==> src/rtl/bch_encoder_p16.sv <==
`default_nettype none
// ============================================================================
//  Module      : bch_encoder_p16
//  Description : Systematic BCH encoder, 16-bit word datapath. Passes
//                MSG_WORDS message words through unchanged, then appends
//                13 parity words (208-bit remainder of m(x)*x^208 mod g(x)).
//                Single registered output slot with valid/ready handshake.
//  Revision    : 1.0 - initial release
// ============================================================================
module bch_encoder_p16 #(
    parameter int MSG_WORDS = 496
) (
    input  logic         clk,
    input  logic         rst_n,
    input  logic [207:0] g_poly,
    input  logic [15:0]  in_data,
    input  logic         in_valid,
    output logic         in_ready,
    output logic [15:0]  out_data,
    output logic         out_valid,
    input  logic         out_ready,
    output logic         out_last
);

    localparam int PAR_WORDS = 13;
    localparam int CNT_W     = $clog2(MSG_WORDS + PAR_WORDS + 1);

    localparam logic [CNT_W-1:0] LAST_MSG_IDX = CNT_W'(MSG_WORDS - 1);
    localparam logic [CNT_W-1:0] LAST_PAR_IDX = CNT_W'(PAR_WORDS - 1);
    localparam logic [CNT_W-1:0] PAR_DONE     = CNT_W'(PAR_WORDS);
    localparam logic [CNT_W-1:0] CNT_ONE      = CNT_W'(1);

    typedef enum logic [1:0] {
        IDLE = 2'd0,
        MSG  = 2'd1,
        PAR  = 2'd2
    } state_t;

    state_t             state;
    state_t             state_nx;
    logic [207:0]       r;
    logic [CNT_W-1:0]   cnt;

    logic               slot_free;
    logic               transfer;
    logic               last_leaving;
    logic               accept;
    logic               frame_start;
    logic [CNT_W-1:0]   word_idx;
    logic               msg_done;
    logic               par_load;
    logic [207:0]       r_base;
    logic [207:0]       r_next_msg;

    // Sixteen bit-serial LFSR steps, MSB of the word first.
    function automatic logic [207:0] step16(
        input logic [207:0] r_in,
        input logic [15:0]  d,
        input logic [207:0] g
    );
        logic [207:0] acc;
        logic         fb;
        acc = r_in;
        for (int i = 15; i >= 0; i--) begin
            fb  = d[i] ^ acc[207];
            acc = {acc[206:0], 1'b0} ^ (fb ? g : 208'd0);
        end
        return acc;
    endfunction

    // Handshake and control decode.
    always_comb begin
        slot_free    = !out_valid || out_ready;
        transfer     = out_valid && out_ready;
        // The final parity word leaving the slot frees the block for a new
        // frame in the same cycle, so back-to-back frames have no gap.
        last_leaving = (state == PAR) && (cnt == PAR_DONE) && out_last && transfer;
        in_ready     = rst_n && slot_free && ((state != PAR) || last_leaving);
        accept       = in_valid && in_ready;
        // A word accepted outside MSG is always the first word of a frame.
        frame_start  = accept && (state != MSG);
        word_idx     = frame_start ? '0 : cnt;
        msg_done     = accept && (word_idx == LAST_MSG_IDX);
        par_load     = (state == PAR) && slot_free && (cnt != PAR_DONE);
        r_base       = frame_start ? 208'd0 : r;
        r_next_msg   = step16(r_base, in_data, g_poly);
    end

    // State register.
    always_ff @(posedge clk) begin
        if (!rst_n) begin
            state <= IDLE;
        end else begin
            state <= state_nx;
        end
    end

    // Next-state decode.
    always_comb begin
        state_nx = state;
        case (state)
            IDLE: begin
                if (accept) begin
                    state_nx = msg_done ? PAR : MSG;
                end
            end
            MSG: begin
                if (msg_done) begin
                    state_nx = PAR;
                end
            end
            PAR: begin
                if (accept) begin
                    state_nx = msg_done ? PAR : MSG;
                end else if (last_leaving) begin
                    state_nx = IDLE;
                end
            end
            default: begin
                state_nx = IDLE;
            end
        endcase
    end

    // Parity register, word counter and output slot.
    always_ff @(posedge clk) begin
        if (!rst_n) begin
            r         <= '0;
            cnt       <= '0;
            out_data  <= '0;
            out_valid <= 1'b0;
            out_last  <= 1'b0;
        end else if (accept) begin
            // Message word passes straight through; remainder absorbs it.
            r         <= r_next_msg;
            cnt       <= msg_done ? '0 : (word_idx + CNT_ONE);
            out_data  <= in_data;
            out_valid <= 1'b1;
            out_last  <= 1'b0;
        end else if (par_load) begin
            // Parity leaves MSB first; shifting clears r by the frame end.
            out_data  <= r[207:192];
            r         <= {r[191:0], 16'h0000};
            cnt       <= cnt + CNT_ONE;
            out_valid <= 1'b1;
            out_last  <= (cnt == LAST_PAR_IDX);
        end else if (transfer) begin
            out_valid <= 1'b0;
            out_last  <= 1'b0;
            if (last_leaving) begin
                cnt <= '0;
            end
        end
    end

endmodule
`default_nettype wire

==> config.mk <==
export PLATFORM = sky130hd
export DESIGN_NAME = bch_encoder_p16
export DESIGN_NICKNAME = d
export VERILOG_FILES = /design/src/rtl/bch_encoder_p16.sv
export SDC_FILE = /design/constraint.sdc
export NUM_CORES = 2
export LEC_CHECK = 0
export BUFFER_PORTS_ARGS = -buffer_cell sky130_fd_sc_hd__buf_2
export CORE_MARGIN = 2
export CORE_UTILIZATION = 35
export DETAILED_ROUTE_END_ITERATION = 12
export GPL_ROUTABILITY_DRIVEN = 0
export PLACE_DENSITY = 0.53
export SYNTH_ARGS = -nofsm -noshare
export SYNTH_HDL_FRONTEND = slang
export SYNTH_SLANG_ARGS = --single-unit
export TNS_END_PERCENT = 1
==> constraint.sdc <==
create_clock -name clk -period 8.9 [get_ports clk]
set_input_delay 1.78 -clock clk [delete_from_list [all_inputs] [get_ports clk]]
set_output_delay 1.78 -clock clk [all_outputs]
set_load 0.01 [all_outputs]
==> flow_metrics.env <==
export IMPL_path_max_fanout=7
export IMPL_whs_ns=0.463
export IMPL_hold_path_cell_count=2
export IMPL_cts_sinks=237
export IMPL_die_area_mm2=0.182
export IMPL_post_dp_hpwl_um=164000
export IMPL_drcViolationCount=0
export IMPL_cts_tree="built"
export IMPL_drive_above_1_share_pct=8.75
export IMPL_timing_final_ws_setup_ns=-0.294
export IMPL_dieWidth_um=427
export IMPL_holdBufCountCts=0
export IMPL_multi_input_area_mm2=0.0543
export IMPL_synth_distinct_cells=85
export IMPL_grt_overflow=0
export IMPL_max_stage_delay_ns=0.58
export IMPL_viasPerCell=5.38
export IMPL_num_nets_final=10200
export IMPL_synth_seq_cells=237
export IMPL_reg2reg_slack_ns=0.14
export IMPL_syn_inst=10300
export IMPL_r2r_cells=35
export IMPL_r2r_start="cnt[1]"
export IMPL_syn_num_nets=10500
export IMPL_crit_path_start_kind="primary input"
export IMPL_worstPathArrival_ns=9.63
export IMPL_outcome="finished, violations left"
export IMPL_grt_pass1_wl_um=381000
export IMPL_finalMaxSlewViolations=0
export IMPL_netlist_area_mm2=0.0627
export IMPL_finClkSkew_ns=0.0214
export IMPL_end_kind="flip-flop"
export IMPL_synth_edf_count=0
export IMPL_synthArstFlopShare_pct=0
export IMPL_n_fill_cell=19000
export IMPL_htreeDepth=2
export IMPL_holdCritPathClass="flip-flop to flip-flop"
export IMPL_grt_pass1_vias=61200
export IMPL_synth_most_common_cell="nand2_1"
export IMPL_detail_route_wl_per_cell_um=20.2
export IMPL_regArea_mm2=0.00474
export IMPL_synth_compound_area_share_pct=13.8
export IMPL_violations="negative setup slack"
export IMPL_synth_mux_area_share_pct=0.252
export IMPL_core_area_mm2=0.178
export IMPL_synth_top_family_by_area="XOR/XNOR gates"
export IMPL_drt_initial_drc_count=6253
export IMPL_antenna_found_initial=35
export IMPL_clock_latency_ns=0.60
export IMPL_grt_max_degree=204
export IMPL_rows=155
export IMPL_worstPathRequired_ns=9.34
export IMPL_synth_common_cells="nand2_1 (3,914), xnor2_1 (3,071), clkbuf_1 (919), o21ai_0 (458), nor2_1 (256)"
export IMPL_rsz0062_at_grt="true"
export IMPL_setup_viol=207
export IMPL_fin_crit_ns=9.19
export IMPL_num_vias=66400
export IMPL_grt_use_total_pct=26.1
export IMPL_drv_cap=0
export IMPL_io_buffers=246
export IMPL_yosysTopAreaCell="xnor2_1"
export IMPL_clkTransAtPathRegs_ns=0.05
export IMPL_synth_adder_area_share_pct=0.0798
export IMPL_synth_xor_xnor_area_share_pct=43.5
export IMPL_die_y_um=427
export IMPL_postRouteAntennaNets=0
export IMPL_path_class="primary input to flip-flop"
export IMPL_cts_max_path_buffers=3
export IMPL_hold_path_end="out_data[13]"
export IMPL_finalHoldViolations=0
export IMPL_finalCritPeriodShare_pct=103
export IMPL_worst_path_most_repeated_cell="buf_4"
export IMPL_initial_core_util_pct=35.2
export IMPL_holdCritStartpoint="out_data[13]"
export IMPL_synth_top_area_share_pct=42.9
export IMPL_ios=247
export IMPL_slew_headroom_pct=17.7
export IMPL_fmax_mhz=109
export IMPL_crit_slowest_cell="or4b_4"
export IMPL_cts_made_buffers=36
export IMPL_root_buffer="clkbuf_16"
export IMPL_yosysWarnings=0
export IMPL_drt_pass1_iter_count=6
export IMPL_syn_area_per_cell_um2=6.09
export IMPL_synth_area_leaders="xnor2_1 (43%), nand2_1 (23%), dfxtp_1 (7.6%)"
export IMPL_yosysSeqAreaShare_pct=7.57
export IMPL_ys_flop_type="dfxtp_1"
export IMPL_r2r_end="r[77]"
export IMPL_tightest_slew_ns=1.24
export IMPL_yosys_area_share_simple_pct=27.9
export IMPL_routed_wl_um=249000
export IMPL_area_growth_pct=9.95
## timing repair
item,in CTS,in global routing
buffers inserted,8,9
pin swaps,11,38
resized for setup,21,51
cloned,3,6
endpoints found under the setup margin,208,208
## sequential cells by signal, summed over array words and instances, names as in the netlist
signal and count:
r 208, out_data 16, cnt 9, state 2, out_last 1, out_valid 1
## how the worst max path moves through the flow
stage	start	endpoint	slack (ns)	cells after the start
floorplan	rst_n	r[5]	0.04	28
global placement	out_ready	r[77]	-0.88	29
detailed placement	out_ready	r[153]	-0.98	30
CTS	out_ready	r[77]	-0.03	37
global route	out_ready	r[77]	-0.52	34
finish	out_ready	r[77]	-0.29	34
## logic make-up after synthesis
family | after synthesis
adder cells (fa/ha/maj) | 4
AND/OR/NAND/NOR | 4501
multiplexers | 15
XOR/XNOR | 3098
buffers and inverters | 1132
flip-flops | 237
AO/OA/AOI/OAI | 1299
## per-layer routing
| metal | GRT usage [%] | wire length, um | up-vias | share of wire [%] |
|---|---|---|---|---|
| li1 | - | - | 31800 | - |
| met1 | 34.7 | 107000 | 31300 | 43 |
| met2 | 43.0 | 114000 | 2705 | 46 |
| met3 | 2.54 | 17000 | 490 | 6.8 |
| met4 | 10.4 | 10300 | 8 | 4.1 |
| met5 | 0 | 51 | - | 0.021 |
## layout by cell type, fill, tap and decap left out, drive strengths merged, types with 6 or more instances in the layout
cell type  instances
a211o              7
a211oi            15
a21boi            23
a21oi             38
a221oi             9
a22oi             22
a31oi             12
a32oi            219
and2               9
and3              16
and4               6
buf              703
clkbuf            55
clkinv             9
dfxtp            237
diode             22
inv               18
mux2i             12
nand2           3914
nand3            232
nand4             11
nor2             257
nor2b              9
nor3              11
nor4              10
o211ai            14
o21a               6
o21ai            673
o22ai              7
o311ai           200
or2                8
or3                8
xnor2           3075
xnor3              6
xor2              16
## critical path: cells and delay by family
family	cells	cell delay, ns
muxes	1	0.26
buffers and inverters	8	1.34
xor gates and xnor gates	6	1.84
and+or+nand+nor	7	2.07
AOI/OAI and AO/OA	12	2.30
## cell type report
cell class,instances,share of cell area (%)
tap,2355,4.28
timing repair buffer,709,8.26
clock inverter,13,0.205
sequential,237,6.88
multi-input combinational,8918,78.7
inverter,19,0.114
clock buffer,50,1.44
antenna,22,0.0799
## per-stage QoR
step | setup TNS (ns) | setup slack, ns | std cells | instance area, um2 | util [%]
finish | -32.80 | -0.294 | 12300 | 68900 | 38.7
global route | -92.29 | -0.521 | 12300 | 68900 | 38.7
CTS | -0.0494 | -0.0253 | 12300 | 68400 | 38.4
detailed placement | -168.82 | -0.984 | 12200 | 66900 | 37.6
global placement | -142.31 | -0.881 | 12200 | 66900 | 37.6
floorplan | 0 | 0.0447 | 10300 | 62800 | -
Power is not shown: default switching activity piles up to over one toggle a cycle in this logic, so the estimate is an artifact.
